--- config.mk ---
export PLATFORM = sky130hd
export DESIGN_NAME = regfile_wb_arbiter
export DESIGN_NICKNAME = d
export VERILOG_FILES = /design/src/rtl/rv_pkg.sv /design/src/rtl/wb_priority_arbiter.sv /design/src/rtl/regfile_wb_arbiter.sv
export SDC_FILE = /design/constraint.sdc
export NUM_CORES = 1
export LEC_CHECK = 0
export BUFFER_PORTS_ARGS = -buffer_cell sky130_fd_sc_hd__buf_2
export CAP_MARGIN = 20
export CORE_MARGIN = 3
export CORE_UTILIZATION = 53
export DETAILED_ROUTE_END_ITERATION = 10
export PLACE_DENSITY = 0.93
export SYNTH_ARGS = -nofsm -noshare
export SYNTH_HDL_FRONTEND = slang
export SYNTH_SLANG_ARGS = --single-unit
--- constraint.sdc ---
create_clock -name clk -period 5 [get_ports clk]
set_input_delay 1 -clock clk [delete_from_list [all_inputs] [get_ports clk]]
set_output_delay 1 -clock clk [all_outputs]
set_load 0.02 [all_outputs]
--- src/rtl/rv_pkg.sv ---
// ============================================================================
// Module      : rv_pkg
// Description : Shared constants, FSM state and grant-source encodings for
//               the register-file writeback arbiter.
// Revision    : 1.0 - initial release
// ============================================================================
`default_nettype none

package rv_pkg;

    localparam int RV_DATA_WIDTH = 32;
    localparam int RV_ADDR_WIDTH = 5;

    typedef enum logic [0:0] {
        ST_INIT = 1'b0,
        ST_ARB  = 1'b1
    } state_t;

    localparam logic SRC_ALU = 1'b0;
    localparam logic SRC_LSU = 1'b1;

endpackage

`default_nettype wire

--- src/rtl/wb_priority_arbiter.sv ---
// ============================================================================
// Module      : wb_priority_arbiter
// Description : Two-input writeback select, LSU-priority with ALU
//               starvation override after STARVE_LIMIT denied cycles.
// Revision    : 1.0 - initial release
// ============================================================================
`default_nettype none

module wb_priority_arbiter #(
    parameter int STARVE_LIMIT = 4
) (
    input  logic clk,
    input  logic rst,
    input  logic i_en,
    input  logic i_alu_valid,
    input  logic i_lsu_valid,
    output logic o_alu_ready,
    output logic o_lsu_ready
);

    localparam int                c_SW    = $clog2(STARVE_LIMIT + 1);
    localparam logic [c_SW-1:0]   c_LIMIT = c_SW'(STARVE_LIMIT);

    logic [c_SW-1:0] r_starve;
    logic            w_force;
    logic            w_alu_win;
    logic            w_lsu_win;

    assign w_force   = (r_starve == c_LIMIT);
    assign w_alu_win = i_en & i_alu_valid & (~i_lsu_valid | w_force);
    assign w_lsu_win = i_en & i_lsu_valid & ~w_alu_win;

    assign o_alu_ready = w_alu_win;
    assign o_lsu_ready = w_lsu_win;

    // Only denials during arbitration count; the init phase is not a denial.
    always_ff @(posedge clk or posedge rst) begin
        if (rst) begin
            r_starve <= '0;
        end else if (!i_en || !i_alu_valid || w_alu_win) begin
            r_starve <= '0;
        end else if (r_starve != c_LIMIT) begin
            r_starve <= r_starve + 1'b1;
        end
    end

endmodule

`default_nettype wire

--- src/rtl/regfile_wb_arbiter.sv ---
// ============================================================================
// Module      : regfile_wb_arbiter
// Description : Zero-initialises the register file after reset, then shares
//               its single write port between ALU and LSU writebacks.
// Revision    : 1.0 - initial release
// ============================================================================
`default_nettype none

module regfile_wb_arbiter
    import rv_pkg::*;
#(
    parameter int DATA_WIDTH   = RV_DATA_WIDTH,
    parameter int ADDR_WIDTH   = RV_ADDR_WIDTH,
    parameter int STARVE_LIMIT = 4
) (
    input  logic                  clk,
    input  logic                  reset,
    input  logic                  alu_valid,
    input  logic [ADDR_WIDTH-1:0] alu_rd,
    input  logic [DATA_WIDTH-1:0] alu_data,
    output logic                  alu_ready,
    input  logic                  lsu_valid,
    input  logic [ADDR_WIDTH-1:0] lsu_rd,
    input  logic [DATA_WIDTH-1:0] lsu_data,
    output logic                  lsu_ready,
    output logic                  reg_write,
    output logic [ADDR_WIDTH-1:0] write_reg,
    output logic [DATA_WIDTH-1:0] write_data,
    output logic                  init_busy,
    output logic                  grant_src
);

    localparam logic [ADDR_WIDTH-1:0] c_INIT_FIRST = {{(ADDR_WIDTH-1){1'b0}}, 1'b1};
    localparam logic [ADDR_WIDTH-1:0] c_INIT_LAST  = '1;

    state_t                r_state;
    state_t                w_next_state;
    logic [ADDR_WIDTH-1:0] r_init_cnt;
    logic                  w_init;
    logic                  w_init_drive;

    logic                  r_reg_write;
    logic [ADDR_WIDTH-1:0] r_write_reg;
    logic [DATA_WIDTH-1:0] r_write_data;
    logic                  r_grant_src;

    assign w_init = (r_state == ST_INIT);

    always_comb begin
        w_next_state = r_state;
        if (r_state == ST_INIT && r_init_cnt == c_INIT_LAST) begin
            w_next_state = ST_ARB;
        end
    end

    always_ff @(posedge clk or posedge reset) begin
        if (reset) begin
            r_state    <= ST_INIT;
            r_init_cnt <= c_INIT_FIRST;
        end else begin
            r_state <= w_next_state;
            if (w_init && r_init_cnt != c_INIT_LAST) begin
                r_init_cnt <= r_init_cnt + 1'b1;
            end
        end
    end

    wb_priority_arbiter #(
        .STARVE_LIMIT (STARVE_LIMIT)
    ) u_arb (
        .clk         (clk),
        .rst         (reset),
        .i_en        (~w_init),
        .i_alu_valid (alu_valid),
        .i_lsu_valid (lsu_valid),
        .o_alu_ready (alu_ready),
        .o_lsu_ready (lsu_ready)
    );

    // Init writes leave the registers tracking the counter so that the held
    // address after init is the last register written.
    always_ff @(posedge clk or posedge reset) begin
        if (reset) begin
            r_reg_write  <= 1'b0;
            r_write_reg  <= '0;
            r_write_data <= '0;
            r_grant_src  <= SRC_ALU;
        end else if (w_init) begin
            r_reg_write  <= 1'b0;
            r_write_reg  <= r_init_cnt;
            r_write_data <= '0;
            r_grant_src  <= SRC_ALU;
        end else if (alu_ready) begin
            r_reg_write <= (alu_rd != '0);
            if (alu_rd != '0) begin
                r_write_reg  <= alu_rd;
                r_write_data <= alu_data;
                r_grant_src  <= SRC_ALU;
            end
        end else if (lsu_ready) begin
            r_reg_write <= (lsu_rd != '0);
            if (lsu_rd != '0) begin
                r_write_reg  <= lsu_rd;
                r_write_data <= lsu_data;
                r_grant_src  <= SRC_LSU;
            end
        end else begin
            r_reg_write <= 1'b0;
        end
    end

    // Init writes are issued in the same cycle the counter holds the index;
    // reset masks them so the write port is idle while reset is asserted.
    assign w_init_drive = w_init & ~reset;

    assign reg_write  = w_init_drive ? 1'b1       : r_reg_write;
    assign write_reg  = w_init_drive ? r_init_cnt : r_write_reg;
    assign write_data = w_init_drive ? '0         : r_write_data;
    assign grant_src  = w_init_drive ? SRC_ALU    : r_grant_src;
    assign init_busy  = w_init;

endmodule

`default_nettype wire

Yosys cells after proc, flatten, opt, wreduce, memory -nomap -nowiden
Cells that the tools add are included.
{"block": "totals", "ff_bits": 48, "input_bits": 78, "out_inout_bits": 42}
{"block": "classes", "n_eq_ne": 7, "reduce_logical": 10, "mux": 24, "addsub": 2, "n_bitwise": 10}
{"op": "$mux W32", "n": 6}
{"op": "$mux W5", "n": 6}
{"op": "$mux W1", "n": 10}
{"op": "$reduce_bool A5 Y1", "n": 2}
{"op": "$mux W3", "n": 2}
{"op": "$ne A3 B3 Y1 const B", "n": 2}
{"op": "$add A5 B1 Y5 const B", "n": 1}
{"op": "$and A1 B1 Y1", "n": 5}
{"op": "$eq A5 B5 Y1 const B", "n": 1}
{"op": "$ne A5 B5 Y1 const B", "n": 1}
{"op": "$not A1 Y1", "n": 4}
{"op": "$add A3 B1 Y3 const B", "n": 1}
{"op": "$eq A3 B3 Y1 const B", "n": 1}
{"op": "$ne A3 B1 Y1 const B", "n": 1}
{"op": "$ne A3 B2 Y1 const B", "n": 1}
{"op": "$reduce_and A3 Y1", "n": 1}
{"op": "$logic_and A1 B1 Y1", "n": 2}
{"op": "$logic_not A1 Y1", "n": 2}
{"op": "$logic_or A1 B1 Y1", "n": 2}
{"op": "$reduce_bool A2 Y1", "n": 1}
{"op": "$or A1 B1 Y1", "n": 1}

Depth between registers and ports, before layout
Gate-level depths: netlist (run 1).
{"block": "depth", "depth_word": 8, "mapped_depth": 8, "ltp_nobuf": 6}

By module
A second synthesis (run 1) with hierarchy kept.
{"block": "unflattened", "hier_cells": 267, "area_unflattened_um2": 3104.2}
{"mod": "regfile_wb_arbiter", "seq_area_each_um2": 1127.3, "area_per_inst_um2": 2926.6, "instances": 1, "cells_per_inst": 248}
{"mod": "wb_priority_arbiter", "seq_area_each_um2": 75.1, "area_per_inst_um2": 177.7, "instances": 1, "cells_per_inst": 19}

Worst setup path before layout (run 1)
No wires, ideal clock.
{"block": "synth_timing", "path_type": "input-to-output", "start": "input port lsu_valid", "end": "output port lsu_ready", "t_arrival_ns": 2.217, "required_ns": 4.000, "cell_stages": 5, "slack_ns": 1.783, "n_path_buf": 2, "cell_sequence": "a21bo_2 > and2_1 > buf_6 > buf_4 > nor3_1"}
{"block": "synth_between", "elab_chain_cells": 5, "word_cells_on_any_way": 6, "classes_between": "6 x bitwise"}
{"item": "from (decl)", "line_no": "regfile_wb_arbiter.sv:22", "text": "input logic lsu_valid,"}
{"item": "$not A1 Y1", "line_no": "wb_priority_arbiter.sv:30", "text": "assign w_alu_win = i_en & i_alu_valid & (~i_lsu_valid | w_force);"}
{"item": "$or A1 B1 Y1", "line_no": "wb_priority_arbiter.sv:30"}
{"item": "$and A1 B1 Y1", "line_no": "wb_priority_arbiter.sv:30"}
{"item": "$not A1 Y1", "line_no": "wb_priority_arbiter.sv:31", "text": "assign w_lsu_win = i_en & i_lsu_valid & ~w_alu_win;"}
{"item": "$and A1 B1 Y1 (*)", "line_no": "wb_priority_arbiter.sv:31"}
{"item": "to (decl)", "line_no": "regfile_wb_arbiter.sv:25", "text": "output logic lsu_ready,"}
Every way passes the cells marked *; elsewhere a longest branch is shown, timed or not.

Worst setup path after layout (run 1)
{"block": "layout_timing", "start": "input port reset", "end": "output port write_reg[3]"}
{"block": "layout_between", "elab_chain_cells": 3}
{"item": "from (decl)", "line_no": "regfile_wb_arbiter.sv:17", "text": "input logic reset,"}
{"item": "$not A1 Y1", "line_no": "regfile_wb_arbiter.sv:114", "text": "assign w_init_drive = w_init & ~reset;"}
{"item": "$and A1 B1 Y1", "line_no": "regfile_wb_arbiter.sv:114"}
{"item": "$mux W5", "line_no": "regfile_wb_arbiter.sv:117", "text": "assign write_reg = w_init_drive ? r_init_cnt : r_write_reg;"}
{"item": "to (decl)", "line_no": "regfile_wb_arbiter.sv:27", "text": "output logic [ADDR_WIDTH-1:0] write_reg,"}
Every way passes these cells.

==> impl_metrics.py, run 1 <==
metrics = {
    "power": {
        "power_frac_comb": 0.281,
        "internal-power_w": 0.000736,
        "switchingPower_w": 0.000310,
        "switching_share": 0.296,
        "pwr-share-clk": 0.288,
        "p_seq_frac": 0.431,
        "ir_drop_mv": 0.137,
        "powerDensity_nw_per_um2": 271,
        "p_leak_nw": 1.64,
    },
    "sta": {
        "clock.fmax_mhz": 319,
        "period_needed_ns": 3.13,
        "relSlewSlack": 0.288,
        "min_period_over_period": 0.627,
        "drv_slew": 0,
        "tns_ns": 0,
        "tightestPinTransition_ns": 1.07,
        "clock_skew_ns": 0.00615,
        "hold_viol_final": 0,
        "rsz0062_at_grt": "no",
        "finalWorstSetupSlack_ns": 1.87,
        "setup_viol": 0,
    },
    "place": {
        "gp_routability_congestion": 0.845,
        "place_area_sq_um": 3670,
        "place_inst": 442,
        "portBuffers": 119,
        "pre_cts_ws_ns": 1.86,
        "dpl.hpwl_um": 5180,
    },
    "route": {
        "wl_per_cell_um": 16.3,
        "first_iter_violations": 115,
        "wl_um": 7370,
        "vias": 2496,
        "first_pass_iters": 4,
        "ant_nets": 0,
        "viasPerCell": 5.51,
        "drc": 0,
    },
    "floorplan": {
        "num_rows": 27,
        "die_h_um": 82.6,
        "die_area_sq_um": 6830,
        "io_pins": 120,
        "start_util": 0.555,
        "die_width_um": 82.6,
        "core_sq_um": 5610,
    },
    "critical_path": {
        "cp_top_family": "simple AND/OR/NAND/NOR gates",
        "r2r_setup_slack_ns": 2.78,
        "timing.critical_path.from": "reset",
        "crit_buf_inv": 2,
        "worst_path_largest_cell_delay_ns": 0.44,
        "cp.arrival_ns": 2.13,
        "worstSetupPathType": "primary input to output port",
        "crit_chain": "buf_2, nor2_4, mux2_2, buf_2",
        "r2r-start": "u_arb.r_starve[0]",
        "end_kind": "output port",
        "rr_endpoint": "r_write_reg[3]",
        "critPathSlowestCell": "nor2_4",
        "cp-endpoint": "write_reg[3]",
        "critPathLaunchType": "primary input",
        "crit_top_cell": "buf_2",
        "rr_worst_depth": 7,
        "crit_required_ns": 4.00,
        "crit_fanout": 22,
        "worst-path-stages": 4,
    },
    "yosys": {
        "netlist_instances": 271,
        "muxShareOfSynthArea": 0.144,
        "yosys_register_bits": 48,
        "synth-xor-area-share": 0.00844,
        "synth.avg_cell_area_sq_um": 11.5,
        "synth_top_area_frac": 0.378,
        "yosysTopAreaCell": "dfrtp_1",
        "syn-num-nets": 353,
        "yosys_warnings": 0,
        "synth_top_family_by_area": "simple AND/OR/NAND/NOR gates",
        "ys_seq_area_frac": 0.386,
        "synth-adder-area-share": 0.0161,
        "synth_compound_area_frac": 0.163,
        "synth-simple-area-share": 0.221,
        "ys_types": 38,
        "synth_area_sq_um": 3110,
        "synthTopCellsByArea": "dfrtp_1, mux2i_1, a211oi_2",
    },
    "global_route": {
        "grt_pass1_wl_um": 11400,
        "grtUsageMet3": 0.0304,
        "met1_usage": 0.257,
        "grt.overflow.total": 0,
        "grt_pass1_vias": 2519,
        "antenna_found_initial": 0,
        "busiest_layer": "met2",
        "use_met2": 0.402,
        "grt_max_degree": 49,
        "grt.total_usage": 0.215,
    },
    "clock_tree": {
        "cts_max_path_buffers": 2,
        "path_clk_slew_ns": 0.08,
        "h-tree-depth": 2,
        "clockRootBuffer": "clkbuf_8",
        "cts_buffers": 5,
        "cts.sinks": 48,
        "cts_resized": 0,
        "cts_setup_buffers": 0,
        "clock_latency_ns": 0.29,
        "cts_hold_buffers": 0,
        "cts_tree": "built",
    },
    "finish": {
        "final_common_cell": "buf_2",
        "n_antenna_cell": 0,
        "area_delta_synth_final_pct": 23.9,
        "finalInstanceArea_sq_um": 3860,
        "final_nets": 462,
        "layoutNonFillerInstCount": 453,
        "drive_gt1_frac": 0.559,
        "largest_register_ffs": 32,
        "layout_common_cells": "buf_2, dfrtp_1, mux2i_1",
    },
    "run_status": {
        "status": "completed",
    },
    "flow_run": {
        "cap_viol_max_count": 0,
    },
    "min_path": {
        "hp-start": "u_arb.r_starve[0]",
        "hold_class": "flop to flop",
    },
}
## per-stage QoR
step,total power [W],hold WS [ns],util
detailed placement,0.000750,0.467,0.654
finish,0.00105,0.480,0.688
floorplan,0.000660,0.440,-
global placement,0.000740,0.455,0.654
CTS,0.00105,0.482,0.677
global route,0.00109,0.498,0.688
## kinds of logic (layout without fill, tap and decap cells)
group                      after synthesis  count (layout)
buffers and inverters                   31             141
DFF                                     48              48
muxes                                   44              44
xor gates and xnor gates                 3               3
adders and majority gates                4               4
and+or+nand+nor                         97              97
AOI/OAI and AO/OA                       44              44
## cell type report
cell class	count	area [sq um]
tap	72	90.1
sequential	48	1200
clock buffer	7	96.3
clock inverter	1	30.0
multi-input combinational	192	1730
fill	429	1750
inverter	8	30.0
timing repair buffer	125	678
## per-layer routing
| metal | up-vias | share of wire |
|---|---|---|
| met1 | 1200 | 0.40 |
| met5 | - | 0 |
| met4 | 0 | 0.0049 |
| met3 | 4 | 0.068 |
| li1 | 1201 | - |
| met2 | 91 | 0.53 |
## worst register-to-register path: cells and delay by family, from the launching register on
kind / cells / cell delay [ns]
AOI/OAI and AO/OA: 2 / 0.58
adders and majority gates: 1 / 0.21
buffers and inverters: 2 / 0.56
and+or+nand+nor: 1 / 0.17
muxes: 1 / 0.16
DFF: 1 / 0.41
## worst min-delay path by stage
stage	end	slack [ns]	cells after the start
2_1_floorplan	u_arb.r_starve[0]	0.44	1
3_3_place_gp	u_arb.r_starve[0]	0.45	1
3_5_place_dp	u_arb.r_starve[0]	0.47	1
4_1_cts	u_arb.r_starve[0]	0.48	1
5_1_grt	u_arb.r_starve[0]	0.50	1
6_report	u_arb.r_starve[0]	0.48	1
## synthesized netlist by cell type, drive strengths merged
cell,instances
o211a,2
inv,8
o21ai,1
o211ai,2
buf,16
xor2,1
nor2,6
ha,4
mux2,6
o311ai,5
or4,2
a21bo,1
clkbuf,7
nor2b,33
nand3,1
nand2,9
and2,1
nor3,36
dfrtp,47
a21oi,1
mux2i,38
and3,2
xnor2,2
a211oi,32
dfstp,1
or2,1
nand4,6
## power by group through the flow
stage	logic [W]	registers (W)	clock network [W]
6_report	0.000294	0.000451	0.000301
5_1_grt	0.000321	0.000456	0.000315
4_1_cts	0.000292	0.000451	0.000305
3_5_place_dp	0.000292	0.000458	0
3_3_place_gp	0.000284	0.000456	0
2_1_floorplan	0.000208	0.000452	0
Power figures use the tool's default switching activity.
==> inputs of run 2 (changes only) <==
--- a/config.mk
+++ b/config.mk
@@ -5,12 +5,13 @@
 export SDC_FILE = /design/constraint.sdc
 export NUM_CORES = 1
 export LEC_CHECK = 0
+export ABC_AREA = 1
 export BUFFER_PORTS_ARGS = -buffer_cell sky130_fd_sc_hd__buf_2
 export CAP_MARGIN = 20
 export CORE_MARGIN = 3
-export CORE_UTILIZATION = 53
+export CORE_UTILIZATION = 44
 export DETAILED_ROUTE_END_ITERATION = 10
-export PLACE_DENSITY = 0.93
+export PLACE_DENSITY = 0.84
 export SYNTH_ARGS = -nofsm -noshare
 export SYNTH_HDL_FRONTEND = slang
 export SYNTH_SLANG_ARGS = --single-unit
==> constraint.sdc (replaced) <==
create_clock -name clk -period 2.6 [get_ports clk]
set_input_delay 0.52 -clock clk [delete_from_list [all_inputs] [get_ports clk]]
set_output_delay 0.52 -clock clk [all_outputs]
set_load 0.02 [all_outputs]
==> run 2 against run 1 <==
Effect of this change: worst setup slack worse by 1.6 ns; sequential share of layout area is 1.3 points higher; global-route usage is 0.35 points lower; critical path type is now flop to output port; largest cell class unchanged; highest routed layer unchanged.
==> impl_metrics.py, run 2 <==
metrics = {
    "run_status": {
        "status": "completed",
    },
    "place": {
        "dpl.hpwl_um": 5820,
        "portBuffers": 119,
        "gp_routability_congestion": 0.932,
        "place_area_sq_um": 3590,
    },
    "finish": {
        "layout_common_cells": "nand2_1, buf_2, nand3_1",
        "area_delta_synth_final_pct": 26.5,
        "drive_gt1_frac": 0.264,
        "finalInstanceArea_sq_um": 3710,
        "largest_register_ffs": 32,
        "seq_area_sq_um": 1200,
        "n_fill_cell": 654,
        "final_nets": 645,
        "n_antenna_cell": 0,
        "multi_input_area_sq_um": 1410,
        "final_common_cell": "nand2_1",
    },
    "route": {
        "first_pass_iters": 4,
        "viasPerCell": 4.82,
        "ant_nets": 0,
        "drc": 0,
        "first_iter_violations": 128,
        "wl_per_cell_um": 12.0,
        "vias": 3089,
        "wl_um": 7690,
    },
    "yosys": {
        "synth_edf_count": 0,
        "ys_seq_area_frac": 0.410,
        "yosys_warnings": 0,
        "synth.avg_cell_area_sq_um": 6.50,
        "synth_top_family_by_area": "simple AND/OR/NAND/NOR gates",
        "synth_compound_area_frac": 0.00854,
        "synthTopCellsByArea": "dfrtp_1, nand2_1, nand3_1",
        "yosysMostFrequentCell": "nand2_1",
        "synth-adder-area-share": 0.0171,
        "synthArstFlopShare": 1.00,
        "yosys_register_bits": 48,
        "muxShareOfSynthArea": 0,
        "synth-simple-area-share": 0.440,
        "synth_top_area_frac": 0.401,
        "ys.flop_type": "dfrtp_1",
        "syn-num-nets": 533,
        "netlist_instances": 451,
        "yosys-top-cells-count": "nand2_1, nand3_1, inv_1",
        "ys_types": 23,
        "synth-xor-area-share": 0.0120,
        "yosysTopAreaCell": "dfrtp_1",
        "synth_area_sq_um": 2930,
    },
    "flow_run": {
        "cap_viol_max_count": 0,
    },
    "sta": {
        "clock.fmax_mhz": 429,
        "setup_viol": 0,
        "hold_viol_final": 0,
        "min_period_over_period": 0.896,
        "clock_skew_ns": 0.00446,
        "tightestPinTransition_ns": 0.551,
        "relSlewSlack": 0.632,
        "drv_slew": 0,
        "period_needed_ns": 2.33,
        "tns_ns": 0,
        "rsz0062_at_grt": "no",
    },
    "power": {
        "ir_drop_mv": 0.323,
        "powerDensity_nw_per_um2": 523,
        "pwr-share-clk": 0.290,
        "p_leak_nw": 2.27,
        "switchingPower_w": 0.000609,
        "power_frac_comb": 0.265,
        "switching_share": 0.314,
        "p_seq_frac": 0.445,
        "internal-power_w": 0.00133,
    },
    "critical_path": {
        "crit_fanout": 10,
        "crit_buf_inv": 3,
        "worstSetupPathType": "flop to output port",
        "cp_top_family": "simple AND/OR/NAND/NOR gates",
        "crit_required_ns": 2.08,
        "critPathSlowestCell": "dfrtp_1",
        "cp.arrival_ns": 1.81,
        "critPathLaunchType": "flop",
        "worst_path_largest_cell_delay_ns": 0.37,
        "crit_chain": "inv_1, ha_1, nand2_1, nand2_2, nand2_2, clkinv_1, nor2_1, buf_2",
        "end_kind": "output port",
        "crit_top_cell": "nand2_2",
    },
    "global_route": {
        "grt.total_usage": 0.211,
        "grt_max_degree": 39,
        "grt_pass1_vias": 2898,
        "antenna_found_initial": 0,
        "grt_pass1_wl_um": 12900,
        "grt.overflow.total": 0,
    },
    "floorplan": {
        "start_util": 0.459,
        "die_h_um": 87.6,
        "io_pins": 120,
        "die_width_um": 87.6,
        "num_rows": 29,
        "core_sq_um": 6390,
        "die_area_sq_um": 7670,
    },
    "clock_tree": {
        "cts_resized": 0,
        "cts_tree": "built",
        "cts_setup_buffers": 0,
        "cts_buffers": 5,
        "clock_latency_ns": 0.30,
        "cts.sinks": 48,
        "clockRootBuffer": "clkbuf_8",
        "cts_hold_buffers": 0,
        "path_clk_slew_ns": 0.09,
        "cts_max_path_buffers": 2,
        "h-tree-depth": 2,
    },
    "min_path": {
        "hold_class": "primary input to async pin",
    },
}
## run 2: changes by cell type after synthesis, sizes merged, moves of 6 or more
| cell | change |
|---|---|
| nand2 | +179 |
| nand3 | +75 |
| inv | +45 |
| mux2i | -38 |
| nor2 | +36 |
| nor3 | -34 |
| nor2b | -33 |
| a211oi | -32 |
| mux2 | -6 |
## run 2: metal layers
layer / vias to the layer above / track usage / wire (um)
li1: 1597 / - / -
met1: 1384 / 0.280 / 3490
met2: 98 / 0.360 / 3630
met3: 10 / 0.0329 / 465
met4: 0 / 0.0558 / 102
met5: - / 0 / 0
## run 2: cells by family after synthesis
logic type | count (synthesis)
fa+ha+maj | 4
buf+inv | 79
compound gates | 5
flops | 48
xor+xnor | 4
simple gates | 311
## run 2: final timing paths
check / startpoint / endpoint / slack (ns) / depth (start not counted)
setup / recovery: u_arb.r_starve[0] / lsu_ready / 0.27 / 8
max in group asynchronous: reset / r_init_cnt[0] / 1.65 / 3
hold reg to reg: u_arb.r_starve[0] / u_arb.r_starve[0] / 0.47 / 1
hold / removal: reset / u_arb.r_starve[0] / 0.18 / 2
min in group clk: u_arb.r_starve[0] / u_arb.r_starve[0] / 0.47 / 1
setup reg to reg: u_arb.r_starve[0] / r_grant_src / 0.51 / 11
## run 2: through the flow
stage | setup slack (ns) | utilization | instances | total power [W] | hold slack, ns
2_1_floorplan | 0.738 | - | 451 | 0.00121 | 0.440
3_3_place_gp | 0.602 | 0.562 | 633 | 0.00138 | 0.452
3_5_place_dp | 0.500 | 0.562 | 633 | 0.00140 | 0.459
4_1_cts | 0.259 | 0.581 | 641 | 0.00196 | 0.184
5_1_grt | 0.0489 | 0.581 | 641 | 0.00207 | 0.195
6_report | 0.269 | 0.581 | 641 | 0.00194 | 0.183
## run 2: cell type report
class / instances / area share
Clock buffer: 6 / 0.0223
Clock inverter: 2 / 0.0105
Inverter: 54 / 0.0547
Tap cell: 77 / 0.0260
Sequential cell: 48 / 0.324
Multi-Input combinational cell: 324 / 0.379
Timing Repair Buffer: 130 / 0.183
## run 2: power groups by stage
stage,combinational (W),clock [W],sequential (W)
after CTS,0.000521,0.000575,0.000863
after detailed placement,0.000520,0,0.000876
final,0.000514,0.000563,0.000863
after global placement,0.000509,0,0.000875
after global routing,0.000584,0.000609,0.000874
after floorplan,0.000343,0,0.000865
